**src/rtl/instr_fetch_pkg.sv**
```systemverilog
// Shared definitions for the instruction-fetch stage: FSM encoding, reset PC
// and MIPS instruction field positions.
package instr_fetch_pkg;

  localparam logic [1:0] IDLE  = 2'd0;
  localparam logic [1:0] FETCH = 2'd1;
  localparam logic [1:0] ISSUE = 2'd2;

  localparam logic [31:0] DEFAULT_RESET_PC = 32'h0000_3000;

  localparam int unsigned OPCODE_MSB = 31;
  localparam int unsigned OPCODE_LSB = 26;
  localparam int unsigned FUNCT_MSB  = 5;
  localparam int unsigned FUNCT_LSB  = 0;
  localparam int unsigned JIDX_MSB   = 25;
  localparam int unsigned JIDX_LSB   = 0;
  localparam int unsigned JIDX_W     = JIDX_MSB - JIDX_LSB + 1;

endpackage

```
**src/rtl/npc_calc.sv**
```systemverilog
// Combinational next-PC selection: jump beats taken branch beats sequential.
module npc_calc
  import instr_fetch_pkg::*;
(
  input  logic [31:0]       pc_plus4,
  input  logic              branch_taken,
  input  logic [15:0]       branch_off,
  input  logic              jump,
  input  logic [JIDX_W-1:0] jump_idx,
  output logic [31:0]       npc
);

  logic [31:0] br_target;
  logic [31:0] j_target;

  // Branch offset is in words; shift keeps the result word-aligned.
  assign br_target = pc_plus4 + {{14{branch_off[15]}}, branch_off, 2'b00};
  assign j_target  = {pc_plus4[31:28], jump_idx, 2'b00};

  always_comb begin
    npc = pc_plus4;
    if (jump) begin
      npc = j_target;
    end else if (branch_taken) begin
      npc = br_target;
    end
  end

endmodule

```
**src/rtl/instr_fetch.sv**
```systemverilog
// Instruction-fetch stage: holds the PC, fetches over a req/ready handshake,
// presents the word to the decoder and retires it into the next PC.
module instr_fetch
  import instr_fetch_pkg::*;
#(
  parameter logic [31:0] RESET_PC = DEFAULT_RESET_PC
) (
  input  logic              clk,
  input  logic              rst_n,
  output logic              imem_req,
  output logic [31:0]       imem_addr,
  input  logic              imem_ready,
  input  logic [31:0]       imem_rdata,
  input  logic              stall,
  input  logic              branch_taken,
  input  logic [15:0]       branch_off,
  input  logic              jump,
  input  logic [JIDX_W-1:0] jump_idx,
  output logic [31:0]       instr,
  output logic              instr_valid,
  output logic [5:0]        opcode,
  output logic [5:0]        funct,
  output logic [31:0]       pc,
  output logic [31:0]       pc_plus4,
  output logic [31:0]       icount
);

  localparam logic [31:0] RESET_PC_ALIGNED = {RESET_PC[31:2], 2'b00};

  logic [1:0]  state_q, state_d;
  logic [31:0] pc_q, pc_d;
  logic [31:0] instr_q, instr_d;
  logic [31:0] icount_q, icount_d;
  logic [31:0] npc;

  assign pc_plus4 = pc_q + 32'd4;

  npc_calc u_npc_calc (
    .pc_plus4     (pc_plus4),
    .branch_taken (branch_taken),
    .branch_off   (branch_off),
    .jump         (jump),
    .jump_idx     (jump_idx),
    .npc          (npc)
  );

  always_comb begin
    state_d  = state_q;
    pc_d     = pc_q;
    instr_d  = instr_q;
    icount_d = icount_q;
    case (state_q)
      IDLE: state_d = FETCH;
      FETCH: begin
        if (imem_ready) begin
          instr_d = imem_rdata;
          state_d = ISSUE;
        end
      end
      ISSUE: begin
        // Control-flow inputs only matter on the retiring cycle.
        if (!stall) begin
          pc_d     = npc;
          icount_d = icount_q + 32'd1;
          state_d  = FETCH;
        end
      end
      default: state_d = IDLE;
    endcase
  end

  always_ff @(posedge clk or negedge rst_n) begin
    if (!rst_n) begin
      state_q  <= IDLE;
      pc_q     <= RESET_PC_ALIGNED;
      instr_q  <= 32'd0;
      icount_q <= 32'd0;
    end else begin
      state_q  <= state_d;
      pc_q     <= pc_d;
      instr_q  <= instr_d;
      icount_q <= icount_d;
    end
  end

  assign imem_req    = (state_q == FETCH);
  assign instr_valid = (state_q == ISSUE);
  assign imem_addr   = pc_q;
  assign pc          = pc_q;
  assign instr       = instr_q;
  assign icount      = icount_q;
  assign opcode      = instr_q[OPCODE_MSB:OPCODE_LSB];
  assign funct       = instr_q[FUNCT_MSB:FUNCT_LSB];

endmodule

```
**config.mk**
```make
export PLATFORM = sky130hd
export DESIGN_NAME = instr_fetch
export DESIGN_NICKNAME = d
export VERILOG_FILES = /design/src/rtl/instr_fetch_pkg.sv /design/src/rtl/npc_calc.sv /design/src/rtl/instr_fetch.sv
export SDC_FILE = /design/constraint.sdc
export NUM_CORES = 1
export LEC_CHECK = 0
export ABC_AREA = 0
export ABC_CLOCK_PERIOD_IN_PS = 5400
export CAP_MARGIN = 40
export CORE_UTILIZATION = 30
export DETAILED_ROUTE_END_ITERATION = 8
export GPL_TIMING_DRIVEN = 0
export PLACE_DENSITY_LB_ADDON = 0.15
export SLEW_MARGIN = 0
export SYNTH_ARGS = -nofsm -noshare
export SYNTH_HDL_FRONTEND = slang
export SYNTH_HIERARCHICAL = 1
export SYNTH_SLANG_ARGS = --single-unit
```
**constraint.sdc**
```tcl
create_clock -name clk -period 5.4 [get_ports clk]
set_clock_uncertainty 0.1 [all_clocks]
set_input_delay 0.81 -clock clk [delete_from_list [all_inputs] [get_ports clk]]
set_output_delay 0.81 -clock clk [all_outputs]
set_load 0.02 [all_outputs]
```
* After elaboration in Yosys (flattened, before gate mapping)
Index checks and enable logic that the tools add are counted.
** Word-level totals
- Output and inout bits :: 174
- Logic and storage cells :: 21
- Bits in registers :: 98
** Cells by class
- $add $sub $neg :: 3
- Bitwise gates (word level) :: 1
- Reduce and logical (&&, ||, !) cells :: 4
- Multiplexer cells :: 5
- Eq/ne operators :: 4
** Operator list (count)
- $mux W32 :: 2
- $add A32 B1 Y32 const B :: 1
- $add A32 B3 Y32 const B :: 1
- $add A32 B32 Y32 :: 1
- $pmux W2 S3 :: 1
- $reduce_and A2 Y1 :: 3
- $mux W2 :: 2
- $eq A2 B1 Y1 const B :: 1
- $eq A2 B2 Y1 const B :: 1
- $logic_not A2 Y1 :: 1
- $ne A2 B1 Y1 const B :: 1
- $ne A2 B2 Y1 const B :: 1
- $not A1 Y1 :: 1

* Depth between registers and ports, before layout
- Depth after elaboration :: 4
- Depth in mapped cells :: 17
- Mapped depth without buffers :: 16

* By module
Netlist, hierarchy kept.
** Modules (own cells, without submodules)
- instr_fetch :: cells each 386, instances 1, area each 4734.5 µm²
- npc_calc :: cells each 324, instances 1, area each 2199.6 µm²

* Worst setup path before layout
Ideal clock, no wire load.
- Path type :: flip-flop to flip-flop
- Start point :: register pc_q[3], in the netlist imem_addr[3]
- End point :: register pc_q[31], in the netlist imem_addr[31]
- Slack :: 1.139 ns
- Buffers on the path :: 0
- Cell stages (with the launch flop) :: 17
- Data required time :: 5.175 ns
- Period minus slack after synthesis :: 4.261 ns
- Data arrival time :: 4.037 ns
- Cell sequence :: dfrtp_1 -> ha_1 -> nand3_1 -> nor4_2 -> and4_1 -> nand2_1 -> xnor2_1 -> ha_1 -> a21o_1 -> a21o_1 -> a21oi_1 -> o21ai_0 -> a211oi_1 -> o31a_1 -> o211ai_1 -> xor2_1 -> mux2_2
** Between the ends
- Cells in the longest elaborated chain, start to end :: 4
** Ends and longest elaborated chain
- from (decl) :: RTL line instr_fetch.sv:31 : logic [31:0] pc_q, pc_d;
- from (signal assigned) :: RTL line instr_fetch.sv:80 : pc_q <= pc_d;
- $add A32 B3 Y32 :: RTL line instr_fetch.sv:36 : assign pc_plus4 = pc_q + 32'd4;
- via pc_plus4[24] :: RTL line instr_fetch.sv:24 : output logic [31:0] pc_plus4,
- $add A32 B32 Y32 :: RTL line npc_calc.sv:17 : assign br_target = pc_plus4 + {{14{branch_off[15]}}, branch_off, 2'b00};
- $mux W32 :: RTL line npc_calc.sv:24 : end else if (branch_taken) begin
- $mux W32 :: RTL line npc_calc.sv:22 : if (jump) begin
- via npc[31] :: RTL line instr_fetch.sv:34 : logic [31:0] npc;
The timed path passes the listed nets, and every way through them passes these cells.
A chain may end at the register's enable or synchronous reset.

* Final worst setup path
- Start point :: register pc_q[3], in the netlist imem_addr[3]
- End point :: register pc_q[31], in the netlist imem_addr[31]
** Between the ends
- Cells in the longest elaborated chain, start to end :: 4
** Ends and longest elaborated chain (RTL line)
- $add A32 B3 Y32 (*) :: instr_fetch.sv:36
- $add A32 B32 Y32 :: npc_calc.sv:17
- $mux W32 :: npc_calc.sv:24
- $mux W32 (*) :: npc_calc.sv:22
- via npc[31] :: instr_fetch.sv:34
Mark *: on every way through the listed nets, which the timed path passes. The rest lies on a longest branch.

==> impl_metrics.yaml <==
sta:
  slew_viol_final: 0
  min_period_over_period_pct: 87.76
  worstMarginPinSlew_ns: 0.7755
  period_needed_ns: 4.739
  fmax_mhz: 211.0
  rsz0062_at_grt: "false"
  fin_hold_ws_ns: 0.3773
  hold_viol: 0
  worst_slack_ns: 0.6611
  relSlewSlack_pct: 48.30
  final-setup-viol-count: 0
final_layout:
  area_growth_pct: 46.19
  num_antenna_cells: 0
  fin_nets: 1086
  final_cell_area_um2: 10140
  drive_gt1_share_pct: 16.04
die:
  die_h_um: 154.0
  die-area_um2: 23730
  core_um2: 22640
  pin_count: 254
  rows: 55
  start_util_pct: 30.63
  die_w_um: 154.0
grt:
  grt_max_degree: 54
  grt_antenna_before_repair: 0
  grt.total_usage_pct: 18.58
  grt_pass1_wl_um: 34430
  grt_pass1_vias: 6090
  grt-ovfl-total: 0
placed_design:
  place_congestion: 0.8495
  place_ws_ns: 0.6546
  hpwlAfterDp_um: 17230
  place_area_um2: 9843
  port_buffers: 251
power:
  cellPowerDensity_nw_per_um2: 567.6
  pwr-share-clk_pct: 11.3
  leakage_uw: 0.004283
  p_switching_uw: 2540
  p_seq_share_pct: 22.5
  vdd_drop_max_uv: 298.0
  p_int_uw: 3214
  p_sw_share_pct: 44.15
  p_comb_share_pct: 66.2
  p_total_uw: 5754
setup_path:
  end_kind: "flip-flop"
  worst-setup-path-type: "flip-flop to flip-flop"
  cp_data_required_time_ns: 5.54
  start_kind: "flip-flop"
  cp_max_fo: 6
  cp.arrival_ns: 4.88
routing:
  drt_wl_total_um: 22110
  drc: 0
  dr.pass1.iters: 4
  drt_iter0_drc: 277
  routedWlPerCell_um: 17.49
  vias: 6263
  final_antenna_net_count: 0
  via_per_inst: 4.955
synth:
  synth_xor_area_share_pct: 10.48
  synth-edff-count: 0
  synth_cells: 710
  synth_adder_area_share_pct: 5.882
  synth-compound-area-share_pct: 12.70
  syn_area_per_cell_um2: 9.766
  ys_types: 69
  ys.warnings.count: 6
  synth.area.mux_share_pct: 11.95
  ys_seq_area_share_pct: 35.40
  synth_simple_gate_area_share_pct: 15.88
  ys_ff_latch: 98
  postSynth.asyncResetShare_pct: 100.0
  syn_area_um2: 6934
  synth_top_family_by_area: "simple AND/OR/NAND/NOR gates"
  synth_flop_cell: "dfrtp_1"
  syn_nets: 822
clock_network:
  cts_tree: "yes"
  h-tree-depth: 3
  root_buffer: "clkbuf_16"
  cts_max_path_buffers: 2
  clkSlewWorstSetupHoldPaths_ns: 0.08
  numCtsBuffers: 9
  clock_sinks: 98
  post_cts_resized: 0
  hold_buffers: 0
  worstSkewPairLatency_ns: 0.35
  post_cts.repair.setup_buffers: 0
min_path:
  hold_path.class: "flip-flop to flip-flop"
outcome:
  status: "finished clean"
job:
  drv_cap: 0
-- routing by layer --
| metal | global-route usage (%) | part of all wire (%) | wire (µm) |
|---|---|---|---|
| met2 | 31.19 | 48 | 10680 |
| met4 | 4.286 | 1.2 | 273 |
| met3 | 3.467 | 5.2 | 1151 |
| met5 | 0 | 0 | 0 |
| met1 | 24.61 | 45 | 10000 |
-- final timing paths --
path,cells after the start,start,to,slack [ns]
max in group asynchronous,2,rst_n,imem_addr[12],4.01
worst min register to register,1,icount[31],icount[31],0.38
worst max register to register,16,imem_addr[3],imem_addr[31],0.66
worst min-delay path,1,icount[31],icount[31],0.38
worst max-delay path,16,imem_addr[3],imem_addr[31],0.66
min in group asynchronous,1,rst_n,icount[28],0.42
-- power groups by stage --
stage	registers, µW	logic, µW	clock network (µW)
floorplan	1530	2030	0
global placement	1300	3800	0
detailed placement	1310	3800	0
CTS	1300	3830	680
global route	1350	4080	705
finish	1300	3810	651
-- area by class of cell --
class | instances | area [µm²]
Buffer | 69 | 481.7
Clock buffer | 10 | 239.0
Clock inverter | 6 | 55.05
Fill cell | 2194 | 12500
Inverter | 14 | 52.55
Multi-Input combinational cell | 529 | 3945
Sequential cell | 98 | 2455
Tap cell | 285 | 356.6
Timing Repair Buffer | 253 | 2552
-- placed cells by master (no fill, tap or decap), drive strengths merged, types with 2 or more instances in the layout --
master and n:
xor2 23, or3 2, o311ai 2, nor2 25, mux2i 13, a211oi 6, o21ai 45, and4 7
nand2b 4, o21a 4, dfrtp 96, clkbuf 27, buf 54, nand4 21, o221ai 3, xnor2 60
or4b 2, mux2 62, nor4 5, inv 18, and2 5, nor3 6, nand3 35, o22ai 2
clkdlybuf4s50 250, a22oi 6, and3 15, ha 31, a221oi 2, a31oi 4, dfstp 2, nor2b 7
clkinv 2, nand2 61, o211ai 3, o21bai 4, a21oi 40, a21o 12
-- Yosys cell counts, drive strengths merged (2+ instances only) --
| library cell | instances | share of area (%) |
|---|---|---|
| o211ai | 3 | 0.32 |
| ha | 31 | 5.6 |
| a22oi | 6 | 0.65 |
| nand4 | 21 | 2.0 |
| mux2i | 13 | 1.9 |
| o221ai | 3 | 0.56 |
| or3 | 2 | 0.18 |
| dfstp | 2 | 0.76 |
| buf | 51 | 5.4 |
| o21ai | 45 | 3.4 |
| a21o | 12 | 1.3 |
| a221oi | 2 | 0.25 |
| o311ai | 2 | 0.36 |
| nor2 | 25 | 1.4 |
| a21oi | 40 | 3.0 |
| xnor2 | 60 | 7.6 |
| dfrtp | 96 | 35 |
| o21a | 4 | 0.43 |
| a31oi | 4 | 0.36 |
| nand3 | 35 | 2.6 |
| o21bai | 4 | 0.43 |
| nand2 | 61 | 3.3 |
| nor3 | 6 | 0.43 |
| inv | 14 | 0.76 |
| nor4 | 5 | 1.1 |
| o22ai | 2 | 0.27 |
| and3 | 15 | 1.4 |
| and2 | 5 | 0.49 |
| nand2b | 4 | 0.36 |
| a211oi | 6 | 0.72 |
| and4 | 7 | 0.88 |
| nor2b | 7 | 0.63 |
| clkbuf | 17 | 1.1 |
| xor2 | 23 | 2.9 |
| mux2 | 62 | 10 |
| or4b | 2 | 0.29 |
-- sequential cells by signal (all words and copies together) (netlist names) --
register,cells
icount,32
imem_addr,32
instr,32
state_q,2
-- kinds of logic after synthesis --
group	Yosys count
buffers and inverters	83
and+or+nand+nor	201
DFF	98
muxes	75
AOI/OAI and AO/OA	138
adders and majority gates	32
xor gates and xnor gates	83
-- stage by stage --
stage / cells / util, % / setup TNS, ns
2_1_floorplan: 710 / - / 0
3_3_place_gp: 1246 / 43.30 / -71.60
3_5_place_dp: 1248 / 43.48 / 0
4_1_cts: 1264 / 44.77 / 0
5_1_grt: 1264 / 44.77 / 0
6_report: 1264 / 44.77 / 0
-- worst max-delay path: stages (launching register included) --
cell	delay, ns
dfrtp_1	0.48
ha_1	0.23
nand3_1	0.20
nor4_2	0.63
and4_1	0.41
nand2_1	0.10
xnor2_1	0.30
ha_1	0.34
a21o_1	0.18
a21o_1	0.17
a21oi_1	0.29
o21ai_0	0.14
a211oi_1	0.30
o31a_1	0.19
o211ai_1	0.14
xor2_1	0.17
mux2_2	0.26
(Power assumes the default switching activity.)
